<file path="src/rtl/operand_stage.sv">
// Registered source-operand selector between decode and execute. It forwards PB from
// EX/MEM and picks the second operand N. A 2-entry skid buffer (OUT + SKID) sits behind a
// valid/ready output, and a saturating counter tracks slots that used the reserved selector.
module operand_stage #(
  parameter int unsigned W     = 32,
  parameter int unsigned IMM_W = 16
) (
  input  logic             clk,
  input  logic             reset,
  input  logic             in_valid,
  output logic             in_ready,
  input  logic [2:0]       si,
  input  logic [W-1:0]     pb,
  input  logic [W-1:0]     hi,
  input  logic [W-1:0]     lo,
  input  logic [W-1:0]     pc,
  input  logic [IMM_W-1:0] imm,
  input  logic [4:0]       rt_addr,
  input  logic             fwd_ex_en,
  input  logic [4:0]       fwd_ex_addr,
  input  logic [W-1:0]     fwd_ex_data,
  input  logic             fwd_mem_en,
  input  logic [4:0]       fwd_mem_addr,
  input  logic [W-1:0]     fwd_mem_data,
  input  logic             flush,
  output logic             out_valid,
  input  logic             out_ready,
  output logic [W-1:0]     n,
  output logic             err,
  output logic [7:0]       err_cnt
);

  localparam logic [2:0] SelPb   = 3'b000;
  localparam logic [2:0] SelHi   = 3'b001;
  localparam logic [2:0] SelLo   = 3'b010;
  localparam logic [2:0] SelPc8  = 3'b011;
  localparam logic [2:0] SelSext = 3'b100;
  localparam logic [2:0] SelZext = 3'b101;
  localparam logic [2:0] SelUpper = 3'b110;

  logic [W-1:0] n_q, n_d;
  logic         err_q, err_d;
  logic         out_valid_q, out_valid_d;
  logic [W-1:0] skid_data_q, skid_data_d;
  logic         skid_err_q, skid_err_d;
  logic         skid_full_q, skid_full_d;
  logic [7:0]   err_cnt_q, err_cnt_d;

  logic [W-1:0] pbf;
  logic [W-1:0] imm_zx;
  logic [W-1:0] result;
  logic         result_err;
  logic         accept;
  logic         out_fire;
  logic         out_free;

  assign imm_zx   = {{(W-IMM_W){1'b0}}, imm};
  assign in_ready = !skid_full_q;
  assign accept   = in_valid && in_ready && !flush;
  assign out_fire = out_valid_q && out_ready;
  assign out_free = !out_valid_q || out_fire;

  // Forwarded PB: register 0 is hardwired to zero, and EX wins over MEM.
  always_comb begin
    pbf = pb;
    if (rt_addr == 5'd0) begin
      pbf = '0;
    end else if (fwd_ex_en && (fwd_ex_addr == rt_addr)) begin
      pbf = fwd_ex_data;
    end else if (fwd_mem_en && (fwd_mem_addr == rt_addr)) begin
      pbf = fwd_mem_data;
    end
  end

  // Operand select; the reserved code yields zero and flags the slot.
  always_comb begin
    result     = '0;
    result_err = 1'b0;
    case (si)
      SelPb:    result = pbf;
      SelHi:    result = hi;
      SelLo:    result = lo;
      SelPc8:   result = pc + W'(8);
      SelSext:  result = {{(W-IMM_W){imm[IMM_W-1]}}, imm};
      SelZext:  result = imm_zx;
      SelUpper: result = imm_zx << IMM_W;
      default:  result_err = 1'b1;
    endcase
  end

  // Skid-buffer next state: SKID always drains into OUT before any new slot, keeping FIFO order.
  always_comb begin
    n_d         = n_q;
    err_d       = err_q;
    out_valid_d = out_valid_q;
    skid_data_d = skid_data_q;
    skid_err_d  = skid_err_q;
    skid_full_d = skid_full_q;
    if (flush) begin
      out_valid_d = 1'b0;
      skid_full_d = 1'b0;
    end else if (out_free) begin
      if (skid_full_q) begin
        n_d         = skid_data_q;
        err_d       = skid_err_q;
        out_valid_d = 1'b1;
        skid_full_d = 1'b0;
        if (accept) begin
          skid_data_d = result;
          skid_err_d  = result_err;
          skid_full_d = 1'b1;
        end
      end else if (accept) begin
        n_d         = result;
        err_d       = result_err;
        out_valid_d = 1'b1;
      end else begin
        out_valid_d = 1'b0;
      end
    end else if (accept) begin
      skid_data_d = result;
      skid_err_d  = result_err;
      skid_full_d = 1'b1;
    end
  end

  // Saturating count of accepted reserved-code slots (accept already excludes flushed slots).
  always_comb begin
    err_cnt_d = err_cnt_q;
    if (accept && result_err && (err_cnt_q != 8'hFF)) begin
      err_cnt_d = err_cnt_q + 8'd1;
    end
  end

  // State registers with synchronous reset.
  always_ff @(posedge clk) begin
    if (reset) begin
      n_q         <= '0;
      err_q       <= 1'b0;
      out_valid_q <= 1'b0;
      skid_data_q <= '0;
      skid_err_q  <= 1'b0;
      skid_full_q <= 1'b0;
      err_cnt_q   <= '0;
    end else begin
      n_q         <= n_d;
      err_q       <= err_d;
      out_valid_q <= out_valid_d;
      skid_data_q <= skid_data_d;
      skid_err_q  <= skid_err_d;
      skid_full_q <= skid_full_d;
      err_cnt_q   <= err_cnt_d;
    end
  end

  assign out_valid = out_valid_q;
  assign n         = n_q;
  assign err       = err_q;
  assign err_cnt   = err_cnt_q;

endmodule

</file>
<file path="config.mk">
export PLATFORM = sky130hd
export DESIGN_NAME = operand_stage
export DESIGN_NICKNAME = d
export VERILOG_FILES = /design/src/rtl/operand_stage.sv
export SDC_FILE = /design/constraint.sdc
export NUM_CORES = 1
export LEC_CHECK = 0
export BUFFER_PORTS_ARGS = -buffer_cell sky130_fd_sc_hd__buf_2
export CAP_MARGIN = 20
export CORE_ASPECT_RATIO = 1.5
export CORE_MARGIN = 2
export CORE_UTILIZATION = 47
export DETAILED_ROUTE_END_ITERATION = 8
export PLACE_DENSITY = 0.87
export SLEW_MARGIN = 20
export SYNTH_ARGS = -nofsm -noshare
export SYNTH_HDL_FRONTEND = slang
export SYNTH_SLANG_ARGS = --single-unit
</file>
<file path="constraint.sdc">
create_clock -name clk -period 2.9 [get_ports clk]
set_input_delay 0.435 -clock clk [delete_from_list [all_inputs] [get_ports clk]]
set_output_delay 0.435 -clock clk [all_outputs]
set_load 0.01 [all_outputs]
</file>
==> results of run 1 <==
## stage by stage
stage               power (µW)    util  hold slack (ns)  setup slack, ns
finish                    3062  0.6432           0.3074           0.6143
global route              3160  0.6421           0.3314           0.4901
CTS                       3051  0.6419           0.3036           0.6582
detailed placement        1828  0.6131           0.4672           0.3170
global placement          1821  0.6131           0.4422           0.3536
floorplan                 1472       -           0.4542           0.5885
## state kept, by name, indices dropped and copies added, names as in the netlist
name         flops
skid_data_q     32
out_valid        1
err_cnt          8
err              1
skid_full_q      1
n               32
skid_err_q       1
## synthesized netlist by cell type (3+ instances only)
cell,count,area [µm²]
nand4_1,9,56.30
buf_4,4,30.03
dfxtp_1,76,1521
o21a_1,7,52.55
or4_1,3,22.52
clkbuf_1,58,217.7
nand2b_1,10,62.56
buf_1,3,11.26
buf_6,4,45.04
o21ai_0,60,300.3
o22ai_1,29,181.4
inv_1,10,37.54
nor2b_1,4,25.02
nor2_1,65,244.0
mux2i_1,17,170.2
a311oi_1,28,245.2
nand2_1,23,86.33
nor3_1,9,45.04
xnor2_1,18,157.7
nand3_1,64,320.3
o31ai_1,13,97.59
o211ai_1,14,105.1
or3_1,23,143.9
nor4_1,13,81.33
nand3b_1,3,22.52
a21oi_1,38,190.2
a211oi_1,23,172.7
xor2_1,20,175.2
mux2_2,4,45.04
a31oi_1,15,93.84
and3_1,8,50.05
a221oi_1,11,96.34
or2_2,4,25.02
a32o_1,3,30.03
a22oi_1,15,112.6
## per-layer routing
metal	global-route usage	share of wire
met3	0.05947	0.10
met5	0	0
met2	0.6269	0.48
met1	0.4285	0.36
met4	0.1806	0.051
## worst min path at each step
stage	endpoint	slack [ns]	depth (start not counted)
after floorplan	skid_err_q	0.45	2
after global placement	n[15]	0.44	2
after detailed placement	n[15]	0.47	2
after CTS	out_valid	0.30	2
after global routing	out_valid	0.33	2
final	out_valid	0.31	2
## final cells by class
class / instances / area, µm²
tap: 150 / 187.7
clock buffer: 10 / 239.0
fill: 1073 / 4114
timing repair buffer: 306 / 1634
clock inverter: 6 / 93.84
inverter: 10 / 37.54
multi-input combinational: 578 / 3689
antenna: 6 / 15.01
sequential: 76 / 1521
## logic make-up after synthesis
kind of cell,count (synthesis)
flip-flops,76
buffers and inverters,81
AO/OA/AOI/OAI,270
adder cells (fa/ha/maj),2
AND/OR/NAND/NOR,247
XOR/XNOR,38
multiplexers,21
## where the power goes
group	internal (µW)	switching (µW)
Sequential	1080	18.8
Combinational	304	424
Clock	784	452
Total	2170	895
## worst max-delay path: cells and delay by family
family                 cells  cell delay (ns)
buffers and inverters      1             0.14
XOR/XNOR                   1             0.11
AO/OA/AOI/OAI              2             0.51
AND/OR/NAND/NOR            3             1.30
==> flow_metrics.tcl, run 1 <==
set metrics [dict create \
    path_cells "buf_2, nand4_1, or4_1, nor4_1, xor2_1, a221oi_1, o22ai_1" \
    end_kind "flip-flop" \
    hold_viol 0 \
    crit_type "in2reg" \
    syn_area_mm2 0.005537 \
    cts_sinks 76 \
    rsz0062_at_grt "false" \
    ys_types 54 \
    synth_top_family_by_area "compound AO/OA/AOI/OAI gates" \
    setup_viol 0 \
    clock-root-buffer "clkbuf_16" \
    reg2reg_from "skid_full_q" \
    ctsHoldBuffers 0 \
    vias 7189 \
    mostFrequentLayoutCells "buf_2, dfxtp_1, nand3_1" \
    core_area_mm2 0.01153 \
    area_growth_syn_to_layout_pct 33.97 \
    place_hpwl_um 18940 \
    grt_antenna_before_repair 2 \
    finalNonFillerCells 1142 \
    syn_inst 735 \
    drc 0 \
    critPathSlowestCell "or4_1" \
    worst_pin_slew_ns 0.7670 \
    cts_tree "built" \
    synth_adder_area_share 0.004520 \
    synth_edf_count 0 \
    reg2reg_slack_ns 0.70 \
    cp_data_required_time_ns 3.11 \
    ir_worst_vdd_mv 0.2934 \
    status "completed" \
    die-area_mm2 0.01268 \
    grt_overflow 0 \
    rows 48 \
    drive_above_1_share 0.3479 \
    ys_warn_count 0 \
    cp_max_fo 6 \
    io_buffer_count 275 \
    vias_per_cell 6.295 \
    ys_seq_elements 76 \
    antenna_left 0 \
    arrival_ns 2.50 \
    drt-pass1-iter-count 6 \
    cts_max_path_buffers 2 \
    max_stage_delay_ns 0.68 \
    fin_area_mm2 0.007417 \
    start_util 0.4801 \
    reg2regPathDepth 6 \
    finalClockSkew_ns 0.009481 \
    first_iter_violations 615 \
    gp_routability_congestion 1.136 \
    synthSimpleGateAreaFrac 0.2287 \
    maxCapViolCount 0 \
    synth_seq_area_share 0.2748 \
    grt_pass1_vias 6681 \
    nets 1216 \
    clkSlewWorstSetupHoldPaths_ns 0.06 \
    grt_max_degree 48 \
    slew_violations 0 \
    die_w_um 92.62 \
    relSlewSlack 0.4881 \
    grt_usage 0.3609 \
    postSynthAreaPerCell_um2 7.533 \
    syn_nets 970 \
    dieHeight_um 136.9 \
    worstSetupEndpoint "skid_data_q[30]" \
    grt_pass1_wl_um 35560 \
    leakage_uw 0.003060 \
    postCtsSetupBuffers 0 \
    wl_per_cell_um 20.94 \
    clock_latency_ns 0.34 \
    dpl_cell_area_mm2 0.007069 \
    htreeDepth 3 \
    synthMuxAreaShare 0.03887 \
    post_cts_resized 0 \
    crit_start "pc[7]" \
    synth-compound-area-share 0.3295 \
    ios 276 \
    min_path_type "in2reg" \
    synthArstFlopShare 0 \
    ys.flop_type "dfxtp_1" \
    min_period_ns 2.286 \
    start_kind "input pin" \
    placed_cells 1120 \
    worstHoldStart "flush" \
    final.setup.tns_ns 0 \
    cts_buffers 9 \
    power_density_mw_per_mm2 412.8 \
    final_common_cell "buf_2" \
    fin_crit_sh 0.7882 \
    fmax_mhz 437.5 \
    timing.rr.end "err_cnt[7]" \
    postRouteWirelength_um 23920 \
    synthXorXnorAreaFrac 0.06011 \
]
(Power assumes the default switching activity.)
==> inputs of run 2 (changes only) <==
- CORE_UTILIZATION: 47 -> 42
- PLACE_DENSITY: 0.87 -> 0.82
- clock period: 2.9 -> 1.9 ns (I/O delays scaled with it)
==> run 2 against run 1 <==
Effect of this change: the flow now finishes with violations (negative setup slack); worst setup slack worse by 0.64 ns; die area is 11% higher; core utilization is 0.39 points higher; sequential power is 52% higher; clock power is 35% higher; combinational power is 81% higher; critical path depth stayed put; cell area is 13% higher; critical path type unchanged; largest power group is now registers; highest routed layer unchanged.
==> flow_metrics.tcl, run 2 (synthesized netlist as in run 1, its figures left out) <==
set metrics [dict create \
    min_period_ns 1.928 \
    grt_usage 0.3261 \
    grt_antenna_before_repair 0 \
    ir_worst_vdd_mv 0.4656 \
    crit_type "in2reg" \
    cts_buffers 9 \
    nets 1315 \
    first_iter_violations 766 \
    drt-pass1-iter-count 6 \
    power_density_mw_per_mm2 556.5 \
    io_buffer_count 275 \
    worstHoldStart "flush" \
    min_path_type "in2reg" \
    fin_area_mm2 0.008383 \
    fin_crit_sh 1.015 \
    mostFrequentLayoutCells "buf_2, buf_4, dfxtp_1" \
    n_antenna_cell 0 \
    clock-root-buffer "clkbuf_16" \
    leakage_uw 0.003591 \
    ios 276 \
    antenna_left 0 \
    cts_max_path_buffers 2 \
    cp_max_fo 10 \
    gr-usage-met2 0.5822 \
    clkSlewWorstSetupHoldPaths_ns 0.06 \
    reg2reg_slack_ns 0.13 \
    arrival_ns 2.15 \
    start_kind "input pin" \
    clock_latency_ns 0.34 \
    area_growth_syn_to_layout_pct 51.41 \
    relSlewSlack 0.6708 \
    reg2reg_from "skid_full_q" \
    maxCapViolCount 0 \
    die_w_um 97.75 \
    slew_violations 0 \
    cp_data_required_time_ns 2.12 \
    grt_overflow 0 \
    wl_per_cell_um 19.66 \
    busiest_layer "met2" \
    grt_pass1_vias 6961 \
    pre_cts_ws_ns -0.4360 \
    dpl_cell_area_mm2 0.007926 \
    gp_routability_congestion 0.9776 \
    dieHeight_um 144.6 \
    status "finished, violations left" \
    fin_ws_ns -0.02783 \
    grt_max_degree 38 \
    reg2regPathDepth 6 \
    fmax_mhz 518.7 \
    whs_endpoint "out_valid" \
    drc 0 \
    grtUsageMet3 0.03818 \
    die-area_mm2 0.01414 \
    rows 51 \
    rsz0062_at_grt "true" \
    hold_viol 0 \
    violations "negative setup slack" \
    start_util 0.4274 \
    cts_sinks 76 \
    whs_path_depth 2 \
    postRouteWirelength_um 24430 \
    cts_tree "built" \
    drive_above_1_share 0.4244 \
    met1_usage 0.3853 \
    core_area_mm2 0.01295 \
    setup_viol 1 \
    final_common_cell "buf_2" \
    place_hpwl_um 19520 \
    end_kind "flip-flop" \
    timing.rr.end "err_cnt[5]" \
    worst_pin_slew_ns 0.4938 \
    vias_per_cell 6.031 \
    htreeDepth 3 \
    finalClockSkew_ns 0.007331 \
    ctsHoldBuffers 0 \
    vias 7497 \
    grt_pass1_wl_um 36600 \
]
run 2: cell count changes in the layout (fill, tap and decap cells not counted), sizes merged:
cell and delta:
clkinvlp -1, buf +98, diode -6, bufinv -1, clkbuf +3, inv -2
or2 +1
run 2: worst max-delay path, stage by stage:
cell,delay (ns)
buf_8,0.08
nand4_4,0.12
or4_4,0.60
o31ai_4,0.24
a21oi_2,0.10
or4_1,0.46
a32o_1,0.26
run 2: metrics by stage:
step / power (µW) / util / hold slack, ns / setup TNS, ns / cells
after floorplan: 2262 / - / 0.3635 / -1.745 / 735
after global placement: 2952 / 0.6119 / 0.4426 / -11.78 / 1222
after detailed placement: 2970 / 0.6119 / 0.4464 / -14.78 / 1222
after CTS: 4619 / 0.6350 / 0.1443 / 0 / 1237
after global routing: 4840 / 0.6472 / 0.1676 / -0.2436 / 1243
final: 4665 / 0.6472 / 0.1543 / -0.02783 / 1243
run 2: timing repair:
item / in CTS / in global routing
endpoints found under the setup margin: 7 / 35
pin swaps: 1 / 12
buffers inserted: 0 / 5
cloned: 0 / 1
gates resized for setup: 3 / 24
run 2: where the power goes:
part           switching [µW]  internal, µW  leakage [µW]
registers                27.1          1650      0.000617
logic                     707           618       0.00283
clock network             622          1040      0.000140
total                    1360          3310       0.00359
run 2: how the worst max path moves through the flow:
stage,startpoint,end,cells past startpoint
after floorplan,pc[14],n[23],7
after global placement,pc[14],n[23],7
after detailed placement,pc[14],n[22],8
after CTS,pc[14],n[23],7
after global routing,pc[14],skid_data_q[23],7
final,pc[14],n[23],7
run 2: layer usage:
layer  vias up  routed length [µm]
met4         0                1330
met1      3405                8971
li1       3516                   -
met3        87                1964
met5         -                   0
met2       489               12170
run 2: cell type report:
type	instances	area [µm²]
fill	1106	4571
clock buffer	13	250.2
clock inverter	2	35.03
inverter	10	37.54
sequential	76	1521
multi-input combinational	579	3854
tap	159	198.9
timing repair buffer	404	2486
